===== config.mk =====
export PLATFORM = sky130hd
export DESIGN_NAME = answer_compare_engine_flat
export DESIGN_NICKNAME = d
export VERILOG_FILES = /design/src/rtl/answer_pkg.sv /design/src/rtl/answer_compare_engine_if.sv /design/src/rtl/digit_capture_buffer.sv /design/src/rtl/answer_compare_engine.sv /design/src/flat_wrapper.sv
export SDC_FILE = /design/constraint.sdc
export NUM_CORES = 1
export LEC_CHECK = 0
export BUFFER_PORTS_ARGS = -buffer_cell sky130_fd_sc_hd__buf_4
export CORE_MARGIN = 2
export CORE_UTILIZATION = 44
export DETAILED_ROUTE_END_ITERATION = 8
export PLACE_DENSITY = 0.67
export SLEW_MARGIN = 10
export SYNTH_ARGS = -nofsm -noshare
export SYNTH_HDL_FRONTEND = slang
export SYNTH_HIERARCHICAL = 1
export SYNTH_SLANG_ARGS = --single-unit

===== constraint.sdc =====
create_clock -name clock -period 2.3 [get_ports clock]
set_input_delay 0.23 -clock clock [delete_from_list [all_inputs] [get_ports clock]]
set_output_delay 0.23 -clock clock [all_outputs]
set_load 0.005 [all_outputs]

===== src/rtl/answer_pkg.sv =====
`default_nettype none
// ============================================================================
//  Module      : answer_pkg
//  Description : Shared types and default sizing for the answer compare
//                engine (FSM state type, digit/level widths).
//  Revision    : 1.0  initial release
// ============================================================================
package answer_pkg;

  localparam int c_DIGIT_W    = 4;
  localparam int c_MAX_DIGITS = 7;
  localparam int c_LEVEL_W    = 4;

  typedef enum logic [1:0] {
    IDLE    = 2'd0,
    COLLECT = 2'd1,
    CHECK   = 2'd2,
    RESULT  = 2'd3
  } state_t;

endpackage
`default_nettype wire


===== src/rtl/answer_compare_engine_if.sv =====
`default_nettype none
// ============================================================================
//  Module      : answer_compare_engine_if
//  Description : Player/round signal bundle of the answer compare engine.
//                master = round controller / player side, slave = engine.
//  Revision    : 1.0  initial release
// ============================================================================
interface answer_compare_engine_if
  import answer_pkg::*;
#(
  parameter int DIGIT_W    = c_DIGIT_W,
  parameter int MAX_DIGITS = c_MAX_DIGITS,
  parameter int LEVEL_W    = c_LEVEL_W
);
  localparam int CNT_W = $clog2(MAX_DIGITS + 1);

  logic                          rng_button;
  logic                          auth_bit;
  logic                          logout;
  logic                          time_stop;
  logic                          punch_button;
  logic [DIGIT_W-1:0]            toggle_answer;
  logic [MAX_DIGITS*DIGIT_W-1:0] store_reg;
  logic [LEVEL_W-1:0]            level_num;
  logic                          win;
  logic                          loose;
  logic [DIGIT_W-1:0]            seg_in_ans;
  logic [CNT_W-1:0]              digit_cnt;
  logic                          busy;

  modport master (
    output rng_button, auth_bit, logout, time_stop, punch_button,
           toggle_answer, store_reg, level_num,
    input  win, loose, seg_in_ans, digit_cnt, busy
  );

  modport slave (
    input  rng_button, auth_bit, logout, time_stop, punch_button,
           toggle_answer, store_reg, level_num,
    output win, loose, seg_in_ans, digit_cnt, busy
  );

endinterface
`default_nettype wire


===== src/rtl/digit_capture_buffer.sv =====
`default_nettype none
// ============================================================================
//  Module      : digit_capture_buffer
//  Description : MAX_DIGITS x DIGIT_W slot array with an auto-incrementing
//                write index. The index doubles as the committed-digit count.
//  Revision    : 1.0  initial release
// ============================================================================
module digit_capture_buffer #(
  parameter  int DIGIT_W    = 4,
  parameter  int MAX_DIGITS = 7,
  localparam int CNT_W      = $clog2(MAX_DIGITS + 1)
) (
  input  logic                          clock,
  input  logic                          rst,
  input  logic                          i_clear,
  input  logic                          i_wr_en,
  input  logic [DIGIT_W-1:0]            i_wr_data,
  output logic [CNT_W-1:0]              o_wr_idx,
  output logic [MAX_DIGITS*DIGIT_W-1:0] o_slots
);

  logic [CNT_W-1:0]   r_idx;
  logic [DIGIT_W-1:0] r_slot [MAX_DIGITS];

  // Slot storage and write pointer; a clear wins over a same-cycle write
  always_ff @(posedge clock or negedge rst) begin
    if (!rst) begin
      r_idx <= '0;
      for (int k = 0; k < MAX_DIGITS; k++) r_slot[k] <= '0;
    end else if (i_clear) begin
      r_idx <= '0;
      for (int k = 0; k < MAX_DIGITS; k++) r_slot[k] <= '0;
    end else if (i_wr_en) begin
      for (int k = 0; k < MAX_DIGITS; k++) begin
        if (r_idx == CNT_W'(k)) r_slot[k] <= i_wr_data;
      end
      r_idx <= r_idx + CNT_W'(1);
    end
  end

  assign o_wr_idx = r_idx;

  for (genvar g = 0; g < MAX_DIGITS; g++) begin : g_slot
    assign o_slots[g*DIGIT_W +: DIGIT_W] = r_slot[g];
  end

endmodule
`default_nettype wire


===== src/rtl/answer_compare_engine.sv =====
`default_nettype none
// ============================================================================
//  Module      : answer_compare_engine
//  Description : Collects a round of punched digits and compares them with a
//                stored pattern, reporting win/loose. Optional build macro
//                ANSWER_EARLY_FAIL_EN ends the round on the first wrong digit.
//  Revision    : 1.0  initial release
// ============================================================================
module answer_compare_engine
  import answer_pkg::*;
#(
  parameter int DIGIT_W    = c_DIGIT_W,
  parameter int MAX_DIGITS = c_MAX_DIGITS,
  parameter int LEVEL_W    = c_LEVEL_W
) (
  input logic                    clock,
  input logic                    rst,
  answer_compare_engine_if.slave bus
);

  localparam int CNT_W = $clog2(MAX_DIGITS + 1);

  state_t                        r_state;
  logic                          r_win;
  logic                          r_loose;
  logic                          r_busy;
  logic [DIGIT_W-1:0]            r_seg;
  logic [CNT_W-1:0]              r_n_req;

  logic [LEVEL_W-1:0]            w_level;
  logic [CNT_W-1:0]              w_n_req_next;
  logic [CNT_W-1:0]              w_idx;
  logic [MAX_DIGITS*DIGIT_W-1:0] w_slots;
  logic                          w_start;
  logic                          w_wr;
  logic                          w_clear;
  logic                          w_last_punch;
  logic                          w_match;

  assign w_level      = bus.level_num;
  assign w_start      = ((r_state == IDLE) || (r_state == RESULT)) && bus.rng_button && bus.auth_bit;
  // A timer expiry in the same cycle as a punch swallows the punch
  assign w_wr         = !bus.logout && (r_state == COLLECT) && !bus.time_stop && bus.punch_button;
  assign w_clear      = bus.logout || w_start;
  assign w_last_punch = (w_idx + CNT_W'(1)) == r_n_req;

  digit_capture_buffer #(
    .DIGIT_W    (DIGIT_W),
    .MAX_DIGITS (MAX_DIGITS)
  ) u_buf (
    .clock     (clock),
    .rst       (rst),
    .i_clear   (w_clear),
    .i_wr_en   (w_wr),
    .i_wr_data (bus.toggle_answer),
    .o_wr_idx  (w_idx),
    .o_slots   (w_slots)
  );

  // Requested level clamped into 1..MAX_DIGITS
  always_comb begin
    w_n_req_next = CNT_W'(MAX_DIGITS);
    if (w_level == '0) begin
      w_n_req_next = CNT_W'(1);
    end else if (int'(w_level) < MAX_DIGITS) begin
      w_n_req_next = CNT_W'(w_level);
    end
  end

  // Compare only the first n_req slots against the pattern
  always_comb begin
    w_match = 1'b1;
    for (int k = 0; k < MAX_DIGITS; k++) begin
      if ((k < int'(r_n_req)) &&
          (w_slots[k*DIGIT_W +: DIGIT_W] != bus.store_reg[k*DIGIT_W +: DIGIT_W])) begin
        w_match = 1'b0;
      end
    end
  end

`ifdef ANSWER_EARLY_FAIL_EN
  logic [DIGIT_W-1:0] w_exp_digit;

  // Pattern digit expected at the current write position
  always_comb begin
    w_exp_digit = '0;
    for (int k = 0; k < MAX_DIGITS; k++) begin
      if (w_idx == CNT_W'(k)) w_exp_digit = bus.store_reg[k*DIGIT_W +: DIGIT_W];
    end
  end
`endif

  // Round FSM with registered outputs; logout overrides everything
  always_ff @(posedge clock or negedge rst) begin
    if (!rst) begin
      r_state <= IDLE;
      r_win   <= 1'b0;
      r_loose <= 1'b0;
      r_busy  <= 1'b0;
      r_seg   <= '0;
      r_n_req <= CNT_W'(1);
    end else if (bus.logout) begin
      r_state <= IDLE;
      r_win   <= 1'b0;
      r_loose <= 1'b0;
      r_busy  <= 1'b0;
      r_seg   <= '0;
    end else begin
      case (r_state)
        IDLE, RESULT: begin
          if (w_start) begin
            r_state <= COLLECT;
            r_win   <= 1'b0;
            r_loose <= 1'b0;
            r_busy  <= 1'b1;
            r_n_req <= w_n_req_next;
          end
        end
        COLLECT: begin
          if (bus.time_stop) begin
            r_state <= RESULT;
            r_win   <= 1'b0;
            r_loose <= 1'b1;
            r_busy  <= 1'b0;
          end else if (bus.punch_button) begin
            r_seg <= bus.toggle_answer;
`ifdef ANSWER_EARLY_FAIL_EN
            if (bus.toggle_answer != w_exp_digit) begin
              r_state <= RESULT;
              r_win   <= 1'b0;
              r_loose <= 1'b1;
              r_busy  <= 1'b0;
            end else
`endif
            if (w_last_punch) begin
              r_state <= CHECK;
            end
          end
        end
        CHECK: begin
          r_state <= RESULT;
          r_win   <= w_match;
          r_loose <= !w_match;
          r_busy  <= 1'b0;
        end
        default: begin
          r_state <= IDLE;
          r_busy  <= 1'b0;
        end
      endcase
    end
  end

  assign bus.win        = r_win;
  assign bus.loose      = r_loose;
  assign bus.busy       = r_busy;
  assign bus.seg_in_ans = r_seg;
  assign bus.digit_cnt  = w_idx;

endmodule
`default_nettype wire


===== src/flat_wrapper.sv =====
// flat-port wrapper written by rule: the top's interface ports become plain ports
module answer_compare_engine_flat import answer_pkg::*;
#(
  parameter int DIGIT_W    = c_DIGIT_W,
  parameter int MAX_DIGITS = c_MAX_DIGITS,
  parameter int LEVEL_W    = c_LEVEL_W
)
  (clock, rst, bus_rng_button, bus_auth_bit, bus_logout, bus_time_stop, bus_punch_button, bus_toggle_answer, bus_store_reg, bus_level_num, bus_win, bus_loose, bus_seg_in_ans, bus_digit_cnt, bus_busy);
  answer_compare_engine_if #(.DIGIT_W(DIGIT_W), .MAX_DIGITS(MAX_DIGITS), .LEVEL_W(LEVEL_W)) bus_i ();
  input logic clock;
  input logic rst;
  input wire logic [$bits(bus_i.rng_button)-1:0] bus_rng_button;
  input wire logic [$bits(bus_i.auth_bit)-1:0] bus_auth_bit;
  input wire logic [$bits(bus_i.logout)-1:0] bus_logout;
  input wire logic [$bits(bus_i.time_stop)-1:0] bus_time_stop;
  input wire logic [$bits(bus_i.punch_button)-1:0] bus_punch_button;
  input wire logic [$bits(bus_i.toggle_answer)-1:0] bus_toggle_answer;
  input wire logic [$bits(bus_i.store_reg)-1:0] bus_store_reg;
  input wire logic [$bits(bus_i.level_num)-1:0] bus_level_num;
  output wire logic [$bits(bus_i.win)-1:0] bus_win;
  output wire logic [$bits(bus_i.loose)-1:0] bus_loose;
  output wire logic [$bits(bus_i.seg_in_ans)-1:0] bus_seg_in_ans;
  output wire logic [$bits(bus_i.digit_cnt)-1:0] bus_digit_cnt;
  output wire logic [$bits(bus_i.busy)-1:0] bus_busy;
  assign bus_i.rng_button = bus_rng_button;
  assign bus_i.auth_bit = bus_auth_bit;
  assign bus_i.logout = bus_logout;
  assign bus_i.time_stop = bus_time_stop;
  assign bus_i.punch_button = bus_punch_button;
  assign bus_i.toggle_answer = bus_toggle_answer;
  assign bus_i.store_reg = bus_store_reg;
  assign bus_i.level_num = bus_level_num;
  assign bus_win = bus_i.win;
  assign bus_loose = bus_i.loose;
  assign bus_seg_in_ans = bus_i.seg_in_ans;
  assign bus_digit_cnt = bus_i.digit_cnt;
  assign bus_busy = bus_i.busy;
  answer_compare_engine #(.DIGIT_W(DIGIT_W), .MAX_DIGITS(MAX_DIGITS), .LEVEL_W(LEVEL_W)) u_core (.clock(clock), .rst(rst), .bus(bus_i));
endmodule

Yosys cells after proc, flatten, opt, wreduce, memory -nomap -nowiden
Cells that the tools add are included.
- register bits after elaboration: 43
- bits in latches: 0
- memory bits (writable): 0
- bits in read-only memories: 0
- input bits: 43
- output and inout bits: 10
- logic and storage cells: 128
- memories: 0
- $add $sub $neg: 1
- multiply operators: 0
- divide/modulo/power cells: 0
- magnitude comparators: 8
- equality and inequality tests: 22
- shift operators: 0
- muxes and demuxes: 40
- bitwise gates (word level): 1
- reductions and logical operators: 42
- operator list (operator ; number):
    28-bit 2-to-1 mux ; 2
    4-bit 2-to-1 mux ; 11
    4-bit != test ; 7
    2-bit nonzero test ; 10
    2-bit AND reduction ; 8
    1-bit 2-to-1 mux ; 14
    1-bit logical AND ; 12
    3-bit 2-to-1 mux ; 4
    2-bit 2-to-1 mux ; 5
    3-bit equality test, second input constant ; 3
    3-bit < comparator, first input constant ; 3
    1-bit case mux with 3 select lines ; 3
    3-bit AND reduction ; 3
    3-bit by 2-bit equality test with 1-bit output, second input constant ; 2
    1-bit by 3-bit < comparator with 1-bit output, first input constant ; 2
    2-bit by 3-bit < comparator with 1-bit output, first input constant ; 2
    2-bit case mux with 3 select lines ; 1
    2-bit equality test, second input constant ; 2
    4-bit zero test ; 1
    4-bit by 3-bit < comparator with 1-bit output, second input constant ; 1
    4-bit by 3-bit != test with 1-bit output, second input constant ; 1
    4-bit != test, second input constant ; 1
    3-bit by 1-bit adder with 3-bit output, second input constant ; 1
    3-bit by 1-bit equality test with 1-bit output, second input constant ; 1
    other kinds (11) ; 14

Longest topological paths before layout
- depth after elaboration: 12
- gate-level depth with buffers: 9
- depth with buffers taken out: 7

Cells and area by module
The synthesis kept the hierarchy.
- by module, submodules not included (module ; times used ; cells each ; area each (µm²) ; seq. area each (µm²)):
    digit_capture_buffer ; 1 ; 124 ; 1541.5 ; 775.7
    answer_compare_engine ; 1 ; 113 ; 994.7 ; 301.5

Worst setup path before layout
No wires, ideal clock.
- path type: flip-flop to flip-flop
- start point: register u_core.r_state[1]
- end point: register u_core.u_buf.r_slot (netlist bit u_core/u_buf/o_slots[10])
- setup time: 79 ps
- arrival: 1646 ps
- data required time: 2221 ps
- slack: 574 ps
- cell stages (with the launch flop): 10
- buffers on the path: 2
- clock period less this slack: 1726 ps
- path through: dfrtp_1 > inv_1 > ha_1 > nor2b_1 > buf_2 > nand2_1 > nor2_1 > buf_6 > and3b_4 > mux2i_1
- elaborated cells on any way between the ends: 14
- classes of those cells: eq/ne: 2; mux: 1; reduce/logical: 11
- RTL lines (element ; line ; source):
    start, declared ; answer_compare_engine.sv:23 ; state_t r_state;
    start signal, assigned ; answer_compare_engine.sv:96 ; r_state <= IDLE;
    start signal, assigned ; answer_compare_engine.sv:103 ; r_state <= IDLE;
    start signal, assigned ; answer_compare_engine.sv:112 ; r_state <= COLLECT;
    2-bit by 1-bit equality test with 1-bit output ; answer_compare_engine.sv:43 ; assign w_wr = !bus.logout && (r_state == COLLECT) && !bus.time_stop && bus.punch_button;
    1-bit logical AND (3 in a row) ; answer_compare_engine.sv:43 ;
    net u_core.w_wr ; answer_compare_engine.sv:35 ; logic w_wr;
    2-bit nonzero test (no line) ; n/a ;
    2-bit AND reduction (no line) ; n/a ;
    end signal, assigned by index ; digit_capture_buffer.sv:35 ; if (r_idx == CNT_W'(k)) r_slot[k] <= i_wr_data;
    end, declared ; digit_capture_buffer.sv:23 ; logic [DIGIT_W-1:0] r_slot [MAX_DIGITS];
The timed path passes the listed nets, and every way through them passes these cells.
A chain may end at the register's enable or synchronous reset.

Worst setup path in the final report
- start point: register u_core.r_state[1]
- end point: register u_core.u_buf.r_slot (netlist bit u_core/u_buf/o_slots[4])
The elaborated chain is that of the path after synthesis.

==> results.ini <==
[timing]
worst_slack_ps=393
final-max-slew-violation-count=0
period_needed_ps=1910
rsz0062_at_grt=no
finalSetupViolCount=0
hold_viol=0
slew_headroom=0.626
worst_slew_pin_slew_ps=561
finalCritPeriodShare=0.829
skew_ps=6.00
max_freq_ghz=0.524
tns_ps=0

[clocking]
cts-root-buf=clkbuf_8
path_clk_slew_ps=80
htreeDepth=2
cts_setup_buffers=0
cts.sinks=43
cts_tree=built
cts_buffers=5
post_cts_resized=0
cts_buffer_depth=2
clkLatencyLatePin_ps=290

[pwr]
p_sw_frac=0.318
power_mw=1.95
power_frac_comb=0.293
power-per-cell-area_nw_per_um2=635
clockPowerShare=0.234
vdd_drop_max_v=0.000363
seqPwrFrac=0.473
p_leak_nw=1.48
switchingPower_mw=0.619
p_int_mw=1.33

[finish]
drive_gt1_frac=0.268
nNetsFinal=341
final_core_util=0.554
syn_to_final_growth_pct=21.1
diodes=0
nFillCells=511

[synthesis]
yosysSeqAreaShare=0.425
synth.area.top_cells=dfrtp_1 (41%), mux2i_1 (9.9%), nand2b_1 (6.9%), xor2_1 (5.9%), xnor2_1 (5.5%)
syn_inst=237
yosys_warnings=6
yosys.cell_types.count=40
synth_edf_count=0
avgSynthCellArea_um2=10.7
ys_ff_latch=43
syn_area_um2=2540
ys.flop_type=dfrtp_1
syn_nets=288
synth_common_cells=dfrtp_1 (42), nand2b_1 (28), mux2i_1 (25)
synth_most_common_cell=dfrtp_1
synth_top_area_cell=dfrtp_1
async_flop_share=1.00
netlist.area_leader.share=0.414

[detailed_routing]
vias_per_cell=5.18
vias=1881
dr.first_iter.drc_count=68
drt_drc_violations_left=0
antenna_left=0
drt_pass1_iterations=4
totalWireLength_um=5600
wire_per_inst_um=15.4

[global_route]
grt_start_max_net_pins=44
track_usage=0.185
antenna_found_initial=0
grt_first_pass_wirelength_um=9050
overflow=0
grt_pass1_vias=1827

[critical_path]
critPathMaxFanout=20
r2r_cells=8
setup.worst_path.start_class=flop
path_cells=inv_1 > ha_1 > nor2b_1 > nand2_1 > nor2_1 > buf_4 > and3b_4 > mux2i_1
max_stage_delay_ps=400
crit_family=simple AND/OR/NAND/NOR gates
slowest_stage=dfrtp_1
crit_buf_inv=2
critPathKind=reg -> reg
crit_cells=8
arrival_ps=2120
r2r-end=u_core/u_buf/o_slots[4]
critPathCaptureType=flop
crit_required_ps=2510
r2r_slack_ps=390
reg2reg_from=u_core/r_state[1]

[floorplan]
io-pin-count=53
die_width_um=79.9
die_h_um=79.9
die_area_um2=6390
initial_core_util=0.458
row_count=27
core_um2=5540

[placed_design]
gp_congestion=0.824
dpl_worst_slack_ps=416
hpwl_um=4130
port_buffers=52

[run]
drv_cap=0

[outcome]
status=finished clean

[worst_hold_path]
hold_end=u_core/bus.seg_in_ans[1]
hold_path.class=in -> reg
worst_hold_startpoint=bus_logout
whs_path_depth=2

flip-flops by register name, summed over array words and instances (netlist names):
name                   flops
u_core/u_buf/o_slots      28
u_core/bus.seg_in_ans      4
u_core/r_n_req             3
u_core/u_buf/o_wr_idx      3
u_core/r_state             2
u_core/bus.busy            1
u_core/bus.loose           1
u_core/bus.win             1
worst max path at each step:
| stage | startpoint | slack (ps) | end |
|---|---|---|---|
| 6_report | u_core/r_state[1] | 390 | u_core/u_buf/o_slots[4] |
| 5_1_grt | u_core/r_state[1] | 220 | u_core/u_buf/o_slots[4] |
| 4_1_cts | u_core/r_state[1] | 390 | u_core/u_buf/o_slots[4] |
| 3_5_place_dp | u_core/r_state[1] | 420 | u_core/u_buf/o_slots[4] |
| 3_3_place_gp | u_core/r_state[0] | 490 | u_core/r_state[1] |
| 2_1_floorplan | u_core/r_state[1] | 570 | u_core/u_buf/o_slots[10] |
placed cells by master, fill, tap and decap left out, types with 2 or more instances in the layout:
cell type  count
nor4_1         3
clkbuf_8       5
inv_1          5
dfrtp_1       42
nand3b_1       2
nand4_1        3
a211oi_1       2
nand2_1       12
nor2b_1        2
nor2_1         9
nand2b_1      28
a21bo_2        4
a21oi_1       12
nor3_1         2
buf_4         55
nand3_4        3
nand3_1        9
mux2_2         3
ha_1           8
o21ai_0        5
clkbuf_1       2
mux2i_1       25
xnor2_1       16
and3b_4        2
xor2_1        17
cell type report:
type                            instances  area (um2)  share of cell area
Inverter                                5        18.8             0.00611
Multi-Input combinational cell        179        1380               0.449
Timing Repair Buffer                   56         423               0.138
Sequential cell                        43        1080               0.351
Tap cell                               72        90.1              0.0293
Clock buffer                            7        76.3              0.0249
Clock inverter                          1        5.00             0.00163
worst reg2reg max path, stage by stage, from the launching register on:
cell     delay [ps]
dfrtp_1         400
inv_1            60
ha_1            170
nor2b_1         200
nand2_1         140
nor2_1          120
buf_4           290
and3b_4         270
mux2i_1         190
cell families (layout without fill, tap and decap cells):
logic type | after synthesis | after routing | share of synthesized area
AO/OA/AOI/OAI | 31 | 31 | 0.0804
XOR/XNOR | 33 | 33 | 0.114
adder cells (fa/ha/maj) | 8 | 8 | 0.0395
buffers and inverters | 15 | 69 | 0.0311
flip-flops | 43 | 43 | 0.425
multiplexers | 28 | 28 | 0.112
AND/OR/NAND/NOR | 79 | 79 | 0.198
metal layers:
metal	track usage	vias to the layer above	share of wire
met5	0	-	0
met4	0.0492	0	0.011
met3	0.0339	6	0.036
met2	0.296	32	0.49
met1	0.258	920	0.47
li1	-	923	-
what timing repair did:
item,CTS,global route
endpoints found under the hold margin,42,0
endpoints found under the setup margin,0,0
hold buffers,1,0
power by group through the flow:
stage / Combinational [mW] / Clock, mW / Sequential [mW]
4_1_cts: 0.574 / 0.472 / 0.920
3_3_place_gp: 0.564 / 0 / 0.930
5_1_grt: 0.635 / 0.503 / 0.931
3_5_place_dp: 0.571 / 0 / 0.935
6_report: 0.571 / 0.457 / 0.921
2_1_floorplan: 0.401 / 0 / 0.890
per-stage QoR:
step,std cells,cell area [um2],hold slack (ps)
2_1_floorplan,237,2540,-65.6
3_3_place_gp,354,2980,259
3_5_place_dp,354,2980,257
4_1_cts,363,3070,184
5_1_grt,363,3070,195
6_report,363,3070,194
(Power assumes the default switching activity.)
